===== src/rtl/mandelbrot_pkg.sv =====
// Shared types and default frame geometry for the Mandelbrot pixel scheduler.
package mandelbrot_pkg;

  typedef enum logic [1:0] {
    ST_IDLE  = 2'd0,
    ST_RUN   = 2'd1,
    ST_DRAIN = 2'd2
  } state_t;

  localparam int DEF_WIDTH     = 640;
  localparam int DEF_HEIGHT    = 480;
  localparam int DEF_CR_OFFSET = -560;
  localparam int DEF_CI_OFFSET = -320;

  // Width of a counter that must be able to hold the value total itself.
  function automatic int cnt_width(input int total);
    return $clog2(total + 1);
  endfunction

endpackage


===== src/rtl/mandelbrot_coord_gen.sv =====
// Raster coordinate stepper: walks cr along a line, wraps to the next ci at line end.
module mandelbrot_coord_gen #(
  parameter int BITWIDTH  = 10,
  parameter int WIDTH     = 640,
  parameter int HEIGHT    = 480,
  parameter int CR_OFFSET = -560,
  parameter int CI_OFFSET = -320
) (
  input  logic                clk,
  input  logic                reset,
  input  logic                load,
  input  logic                advance,
  output logic [BITWIDTH-1:0] cr,
  output logic [BITWIDTH-1:0] ci,
  output logic                last
);

  localparam logic [BITWIDTH-1:0] CR_FIRST = BITWIDTH'(CR_OFFSET);
  localparam logic [BITWIDTH-1:0] CR_LAST  = BITWIDTH'(CR_OFFSET + WIDTH - 1);
  localparam logic [BITWIDTH-1:0] CI_FIRST = BITWIDTH'(CI_OFFSET);
  localparam logic [BITWIDTH-1:0] CI_LAST  = BITWIDTH'(CI_OFFSET + HEIGHT - 1);

  always_ff @(posedge clk) begin
    if (reset || load) begin
      cr <= CR_FIRST;
      ci <= CI_FIRST;
    end else if (advance) begin
      if (cr == CR_LAST) begin
        cr <= CR_FIRST;
        ci <= ci + BITWIDTH'(1);
      end else begin
        cr <= cr + BITWIDTH'(1);
      end
    end
  end

  // High while the final pixel of the frame is the one on offer.
  assign last = (cr == CR_LAST) && (ci == CI_LAST);

endmodule


===== src/rtl/mandelbrot_scheduler.sv =====
// Frame scheduler: raster-order job dispatch and in-order result collection over N workers.
module mandelbrot_scheduler
  import mandelbrot_pkg::*;
#(
  parameter int BITWIDTH    = 10,
  parameter int CTRWIDTH    = 7,
  parameter int NUM_WORKERS = 4,
  parameter int WIDTH       = DEF_WIDTH,
  parameter int HEIGHT      = DEF_HEIGHT,
  parameter int CR_OFFSET   = DEF_CR_OFFSET,
  parameter int CI_OFFSET   = DEF_CI_OFFSET
) (
  input  logic                            clk,
  input  logic                            reset,
  input  logic                            start,
  output logic                            busy,
  output logic                            frame_done,
  output logic [NUM_WORKERS-1:0]          job_valid,
  input  logic [NUM_WORKERS-1:0]          job_ready,
  output logic [BITWIDTH-1:0]             job_cr,
  output logic [BITWIDTH-1:0]             job_ci,
  input  logic [NUM_WORKERS-1:0]          res_valid,
  input  logic [NUM_WORKERS*CTRWIDTH-1:0] res_ctr,
  output logic [NUM_WORKERS-1:0]          res_ack,
  output logic                            pix_valid,
  input  logic                            pix_ready,
  output logic [CTRWIDTH-1:0]             pix_ctr,
  output logic                            pix_last,
  output logic [1:0]                      state_dbg
);

  // Handshakes: a job moves when job_valid[w] && job_ready[w] at a clock edge;
  // a pixel moves when pix_valid && pix_ready, and res_ack mirrors that accept
  // combinationally so the owning worker frees its result on the same edge.

  localparam int TOTAL = WIDTH * HEIGHT;
  localparam int CNTW  = cnt_width(TOTAL);
  localparam int IDXW  = (NUM_WORKERS > 1) ? $clog2(NUM_WORKERS) : 1;
  localparam logic [IDXW-1:0] IDX_MAX  = IDXW'(NUM_WORKERS - 1);
  localparam logic [CNTW-1:0] CNT_LAST = CNTW'(TOTAL - 1);

  state_t          state, state_nxt;
  logic [IDXW-1:0] disp_idx, coll_idx;
  logic [CNTW-1:0] dispatched, collected;
  logic            load, job_fire, pix_fire, coord_last;

  mandelbrot_coord_gen #(
    .BITWIDTH (BITWIDTH),
    .WIDTH    (WIDTH),
    .HEIGHT   (HEIGHT),
    .CR_OFFSET(CR_OFFSET),
    .CI_OFFSET(CI_OFFSET)
  ) u_coord_gen (
    .clk    (clk),
    .reset  (reset),
    .load   (load),
    .advance(job_fire),
    .cr     (job_cr),
    .ci     (job_ci),
    .last   (coord_last)
  );

  always_comb begin
    state_nxt = state;
    load      = 1'b0;
    job_valid = '0;
    job_fire  = 1'b0;
    res_ack   = '0;
    // Only the worker whose turn it is may present; others wait, keeping raster order.
    pix_valid = (state != ST_IDLE) && res_valid[coll_idx];
    pix_ctr   = res_ctr[coll_idx*CTRWIDTH +: CTRWIDTH];
    pix_last  = pix_valid && (collected == CNT_LAST);
    pix_fire  = pix_valid && pix_ready;
    if (pix_fire) res_ack[coll_idx] = 1'b1;

    case (state)
      ST_IDLE: begin
        if (start) begin
          load      = 1'b1;
          state_nxt = ST_RUN;
        end
      end
      ST_RUN: begin
        job_valid[disp_idx] = 1'b1;
        job_fire            = job_ready[disp_idx];
        if (job_fire && coord_last) state_nxt = ST_DRAIN;
      end
      ST_DRAIN: begin
        if (pix_fire && pix_last) state_nxt = ST_IDLE;
      end
      default: state_nxt = ST_IDLE;
    endcase
  end

  always_ff @(posedge clk) begin
    if (reset) begin
      state      <= ST_IDLE;
      disp_idx   <= '0;
      coll_idx   <= '0;
      dispatched <= '0;
      collected  <= '0;
      frame_done <= 1'b0;
    end else begin
      state      <= state_nxt;
      frame_done <= (state == ST_DRAIN) && pix_fire && pix_last;
      if (load) begin
        disp_idx   <= '0;
        coll_idx   <= '0;
        dispatched <= '0;
        collected  <= '0;
      end else begin
        if (job_fire) begin
          disp_idx   <= (disp_idx == IDX_MAX) ? '0 : disp_idx + IDXW'(1);
          dispatched <= dispatched + CNTW'(1);
        end
        if (pix_fire) begin
          coll_idx  <= (coll_idx == IDX_MAX) ? '0 : coll_idx + IDXW'(1);
          collected <= collected + CNTW'(1);
        end
      end
    end
  end

  assign busy      = (state != ST_IDLE);
  assign state_dbg = state;

endmodule


===== config.mk =====
export PLATFORM = sky130hd
export DESIGN_NAME = mandelbrot_scheduler
export DESIGN_NICKNAME = d
export VERILOG_FILES = /design/src/rtl/mandelbrot_pkg.sv /design/src/rtl/mandelbrot_coord_gen.sv /design/src/rtl/mandelbrot_scheduler.sv
export SDC_FILE = /design/constraint.sdc
export NUM_CORES = 1
export LEC_CHECK = 0
export BUFFER_PORTS_ARGS = -buffer_cell sky130_fd_sc_hd__buf_2
export CORE_MARGIN = 2
export CORE_UTILIZATION = 45
export CTS_CLUSTER_SIZE = 28
export DETAILED_ROUTE_END_ITERATION = 7
export GPL_ROUTABILITY_DRIVEN = 0
export GPL_TIMING_DRIVEN = 0
export PLACE_DENSITY = 0.71
export SYNTH_ARGS = -nofsm -noshare
export SYNTH_HDL_FRONTEND = slang
export SYNTH_SLANG_ARGS = --single-unit

===== constraint.sdc =====
create_clock -name clk -period 2.2 [get_ports clk]
set_input_delay 0.11 -clock clk [delete_from_list [all_inputs] [get_ports clk]]
set_output_delay 0.11 -clock clk [all_outputs]
set_load 0.005 [all_outputs]

# Word-level counts from Yosys, hierarchy flattened
# Cells that the tools add are included.
# totals
in_bits	40
register_bits	46
# op_classes
n_addsub	5
eq_ne	10
mux	20
mul	1
n_lt_le_gt_ge	4
shift	1
reduce_logical	16
# ops
operator	n
$shiftx A28 B6 Y7	1
$add A10 B1 Y10 const B	2
$add A19 B1 Y19 const B	1
$eq A19 B19 Y1 const B	1
$eq A10 B7 Y1 const B	1
$eq A10 B8 Y1 const B	1
$logic_and A1 B1 Y1	10
$mux W10	1
$mux W2	5
$mux W4	2
$mux W1	7
$eq A2 B2 Y1 const B	3
$lt A2 B3 Y1 const B	2
$ne A2 B2 Y1 const B	3
$pmux W2 S3	1
$mul A2 B3 Y5 const B	1
$add A2 B1 Y2 const B	2
$bmux W1 S2	2
$demux W1 S2	2
$ge A2 B1 Y1 const B	2
$reduce_and A3 Y1	1
$eq A2 B1 Y1 const B	1
$logic_not A2 Y1	1
$reduce_and A2 Y1	1
other kinds (3)	3

# Logic depth before layout (Yosys ltp)
# logic_depth
depth_word	7
depth_mapped	6
ltp_nobuf	5

# Cells and area by module
# Synthesis repeated with hierarchy kept, for this count alone.
# unflattened
hier_cells	300
hier_area_um2	2587.5
# modules_own_cells
mod	area_each_um2	cells_each	n_inst	seq_area_each_um2
mandelbrot_scheduler	1644.1	187	1	520.5
mandelbrot_coord_gen	943.4	113	1	400.4

# Worst setup path before layout
# Ideal clock, no wire load.
# synth_timing
path_kind	register to register
start	register u_coord_gen.cr[0]
end	register u_coord_gen.ci[8]
t_arrival_ns	1.735
t_required_ns	2.130
stages_incl_launch_ff	7
setup_ns	0.070
slack_ns	0.395
path_cell_list	dfxtp_1 > ha_1 > and3_1 > clkbuf_1 > nand4_2 > or4_1 > a21oi_1
# synth_between
elab_chain_cells	2
# synth_rtl
item	line	text
start: declaration	mandelbrot_coord_gen.sv:13	output logic [BITWIDTH-1:0] cr,
start signal: assignment	mandelbrot_coord_gen.sv:32	cr <= cr + BITWIDTH'(1);
$eq A10 B7 Y1	mandelbrot_coord_gen.sv:28	if (cr == CR_LAST) begin
$reduce_and A2 Y1 (no line)	n/a	
end signal: assignment	mandelbrot_coord_gen.sv:30	ci <= ci + BITWIDTH'(1);
end: declaration	mandelbrot_coord_gen.sv:14	output logic [BITWIDTH-1:0] ci,
# Every way passes these cells.
# A chain may end at the register's enable or synchronous reset.

# Final worst setup path
# layout_timing
start	register state[0] (netlist: state_dbg[0])
end	register state[1] (netlist: state_dbg[1])
# layout_between
elab_chain_cells	6
word_cells_on_any_way	13
# layout_rtl
item	line	text
start: declaration	mandelbrot_scheduler.sv:42	state_t state, state_nxt;
start signal: assignment	mandelbrot_scheduler.sv:104	state <= state_nxt;
$reduce_bool A2 Y1	mandelbrot_scheduler.sv:70	pix_valid = (state != ST_IDLE) && res_valid[coll_idx];
$logic_and A1 B1 Y1	mandelbrot_scheduler.sv:70	
$logic_and A1 B1 Y1 (on tied branches)	mandelbrot_scheduler.sv:73, mandelbrot_scheduler.sv:72	
$logic_and A1 B1 Y1	mandelbrot_scheduler.sv:89	if (pix_fire && pix_last) state_nxt = ST_IDLE;
$ne A2 B2 Y1 (no line)	n/a	
$reduce_and A3 Y1 (no line)	n/a	
# Several ways; a longest one is shown, not always the timed one.

==> results by group <==
CTS
  • CTS tree: built
  • Clk root buf: clkbuf_8
  • Skew-Pair Late Insertion Delay: 0.30 ns
  • Htree depth: 2
  • Hold_buf cts: 0
  • Total CTS buffers: 5
  • Reg clk slew, reported paths: 0.08 ns
  • Clock Sinks: 46
  • Clock buffer depth: 2

Finish
  • End-of-flow core utilization: 56.35%
  • Finished Layout Cells: 466
  • Multi-input logic area: 0.001664 mm²
  • Share of cells above drive strength 1: between 20% and 30%
  • # fillers: between 500 and 600
  • N_diodes: 0
  • Area Overhead vs Synth: 22.73%
  • Final nets: 441
  • Register area: 920.9 µm²

Worst setup path
  • Max incr delay on CP: 0.46 ns
  • WP buf/inv: 2
  • WS Path Type: flip-flop to flip-flop
  • Largest delay contributor family on the critical path: simple AND/OR/NAND/NOR gates
  • Worst Path Arrival: 2.19 ns
  • Critical path capture point type: flip-flop
  • Crit-path cells: nor2_1 > o32a_1 > buf_2 > clkbuf_1 > nor4b_1 > o21ai_0
  • Crit. Startpoint: state_dbg[0]
  • Crit path launch type: flip-flop
  • Crit-path max FO: 10
  • WP data required: 2.38 ns
  • Slowest-stage cell, CP: dfxtp_1
  • R2R Path Start: state_dbg[0]

Detailed routing
  • Max Used Layer: met4
  • Via density: 5.753
  • Vias: roughly 2700
  • Final ANT Viol Nets: 0
  • Met2 wire length: 3220 µm
  • Final wirelength: between 6000 and 7000 µm
  • Met3 WL: 407 µm
  • WL met1: approximately 2800 µm
  • Routed len/inst: 13.98 µm
  • DRC errors left: 0
  • Pre-antenna DRT Iters: 4
  • Initial drt markers: 158

Floorplan
  • Initial Utilization: 45.92%
  • Die H: 81.27 µm
  • # IOs: 81
  • Chip Width: roughly 81 µm
  • Placeable Area: 0.005851 mm²
  • Site row count: 28
  • DIE AREA: 0.006604 mm²

Logic synthesis
  • Proportion of synthesized chip area in sequential cells: roughly a third
  • Post-Syn Instances: ~300
  • Top-area cell type share of the netlist area: approximately 34%
  • Top_reg_cell synth: dfxtp_1
  • Syn_area_per_cell: roughly 9 µm²
  • Post-synth EDFFs: 0
  • Yosys warnings: 0
  • Net Count, Synth: 355
  • Synth async-reset ratio: 0%
  • Post-synthesis register bit count: 46
  • Mapped Area: roughly 0.0027 mm²
  • Synth cell types: 45
  • Area leader, netlist: dfxtp_1
  • Top cells by area, synth: dfxtp_1 34%, mux4_2 5.9%, a21oi_1 5.2%, ha_1 5.1%, o31ai_1 5.0%

STA
  • F_max: around 0.50 GHz
  • Fin. Hold Viols: 0
  • Max-slew violations: 0
  • Post-layout min period: 2.009 ns
  • Max_slew headroom: approximately two thirds
  • RSZ-0062 raised after global routing: no
  • TNS Setup: 0 ns
  • Clock Skew: 0.007561 ns
  • Setup WS post-layout: 0.1911 ns
  • Final period util: 91.31%
  • Slew at the pin closest to its max-slew limit: 0.5031 ns
  • # setup viols final: 0

Global route
  • Vias in the first global route: between 2000 and 2500
  • First-pass GRT wire length: 10060 µm
  • Global Route Usage Sum: 19.19%
  • Initial antenna violation count: 0
  • Total global routing overflow: 0
  • Largest net degree at the start of global routing: 14

Placement
  • IO buf count: 80
  • DP HPWL: between 4000 and 5000 µm
  • # placed instances: 459
  • Pre-CTS setup slack: ~0.12 ns

Worst hold path
  • Worst Hold Class: input port to flip-flop
  • Hold Startpoint: reset

Outcome
  • Run status: finished, final reports clean

Power
  • Leakage: approximately 1.3 nW
  • Maximum VDD drop: 0.0003422 V
  • PD cells: 489.7 mW/mm²

Job
  • Max-capacitance violation count: 0
## stage by stage
step	hold WS, ns	instance area (µm²)	power, W
5_1_grt	0.04896	3297	0.001679
3_5_place_dp	0.3517	3181	0.001030
2_1_floorplan	0.1997	2686	0.0009533
3_3_place_gp	0.3519	3181	0.001028
6_report	0.04243	3297	0.001615
4_1_cts	0.03892	3296	0.001621
## state kept, by name (all words and copies together), names as in the netlist
register and count:
coll_idx 2, disp_idx 2, state_dbg 2, frame_done 1
u_coord_gen.cr 10, collected 19, u_coord_gen.ci 10
## area by class of cell
class / instances / share of cell area (%)
inverters: 11 / 1.252
plain buffers: 14 / 2.011
flip-flops and latches: 46 / 27.93
clock buffers: 8 / 3.340
well taps: 75 / 2.846
repair buffers: 80 / 12.14
multi-input cells: 232 / 50.47
## path summary, 6_finish.rpt
path / depth (start not counted) / end / slack, ns
max: 6 / state_dbg[1] / 0.19
min: 2 / state_dbg[0] / 0.04
max reg2reg: 6 / state_dbg[1] / 0.19
min reg2reg: 2 / collected[18] / 0.47
## metal layers
| metal | global-route usage, % | vias up |
|---|---|---|
| li1 | - | 1342 |
| met1 | 22.28 | 1248 |
| met2 | 34.10 | 79 |
| met3 | 4.444 | 12 |
| met4 | 7.119 | 0 |
| met5 | 0 | - |
## kinds of logic (layout without fill, tap and decap cells)
logic type,Yosys count,count (layout),share of synthesized area [%]
flops,46,46,34.28
mux,18,18,9.968
compound gates,73,73,16.86
xor+xnor,2,2,0.6522
buf+inv,26,113,4.006
simple gates,128,128,29.11
fa+ha+maj,11,11,5.123
## repair_timing
item	in CTS	in global routing
hold endpoints to repair	0	0
pin swaps	0	0
setup endpoints to repair	5	23
gates resized for setup	1	7
setup buffers	0	0
## Yosys cell counts, types with 11 or more instances
library cell / count
inv_1: 11
ha_1: 11
or3_1: 13
o31ai_1: 18
nand3_1: 16
o21ai_0: 17
nand2_1: 20
or4_1: 18
mux2i_1: 11
a21oi_1: 28
dfxtp_1: 46
## report_power, final
part	internal, W	leakage [nW]	switching [W]
combinational	0.0000786	0.829	0.0000872
sequential	0.000837	0.371	0.00000816
clock	0.000318	0.0575	0.000286
total	0.00123	1.26	0.000382
## cell usage in the layout (no fill, tap or decap), drive strengths merged, types with 6 or more instances in the layout
| master | count |
|---|---|
| o31ai | 18 |
| mux4 | 7 |
| mux2i | 11 |
| or4 | 18 |
| inv | 11 |
| o21ai | 17 |
| nand4 | 9 |
| clkbuf | 18 |
| a21oi | 28 |
| ha | 11 |
| buf | 84 |
| nor2 | 10 |
| dfxtp | 46 |
| nand3 | 16 |
| and4 | 6 |
| and3 | 7 |
| nand2 | 20 |
| or3 | 13 |
No activity file was read; power rests on OpenSTA's default activity.
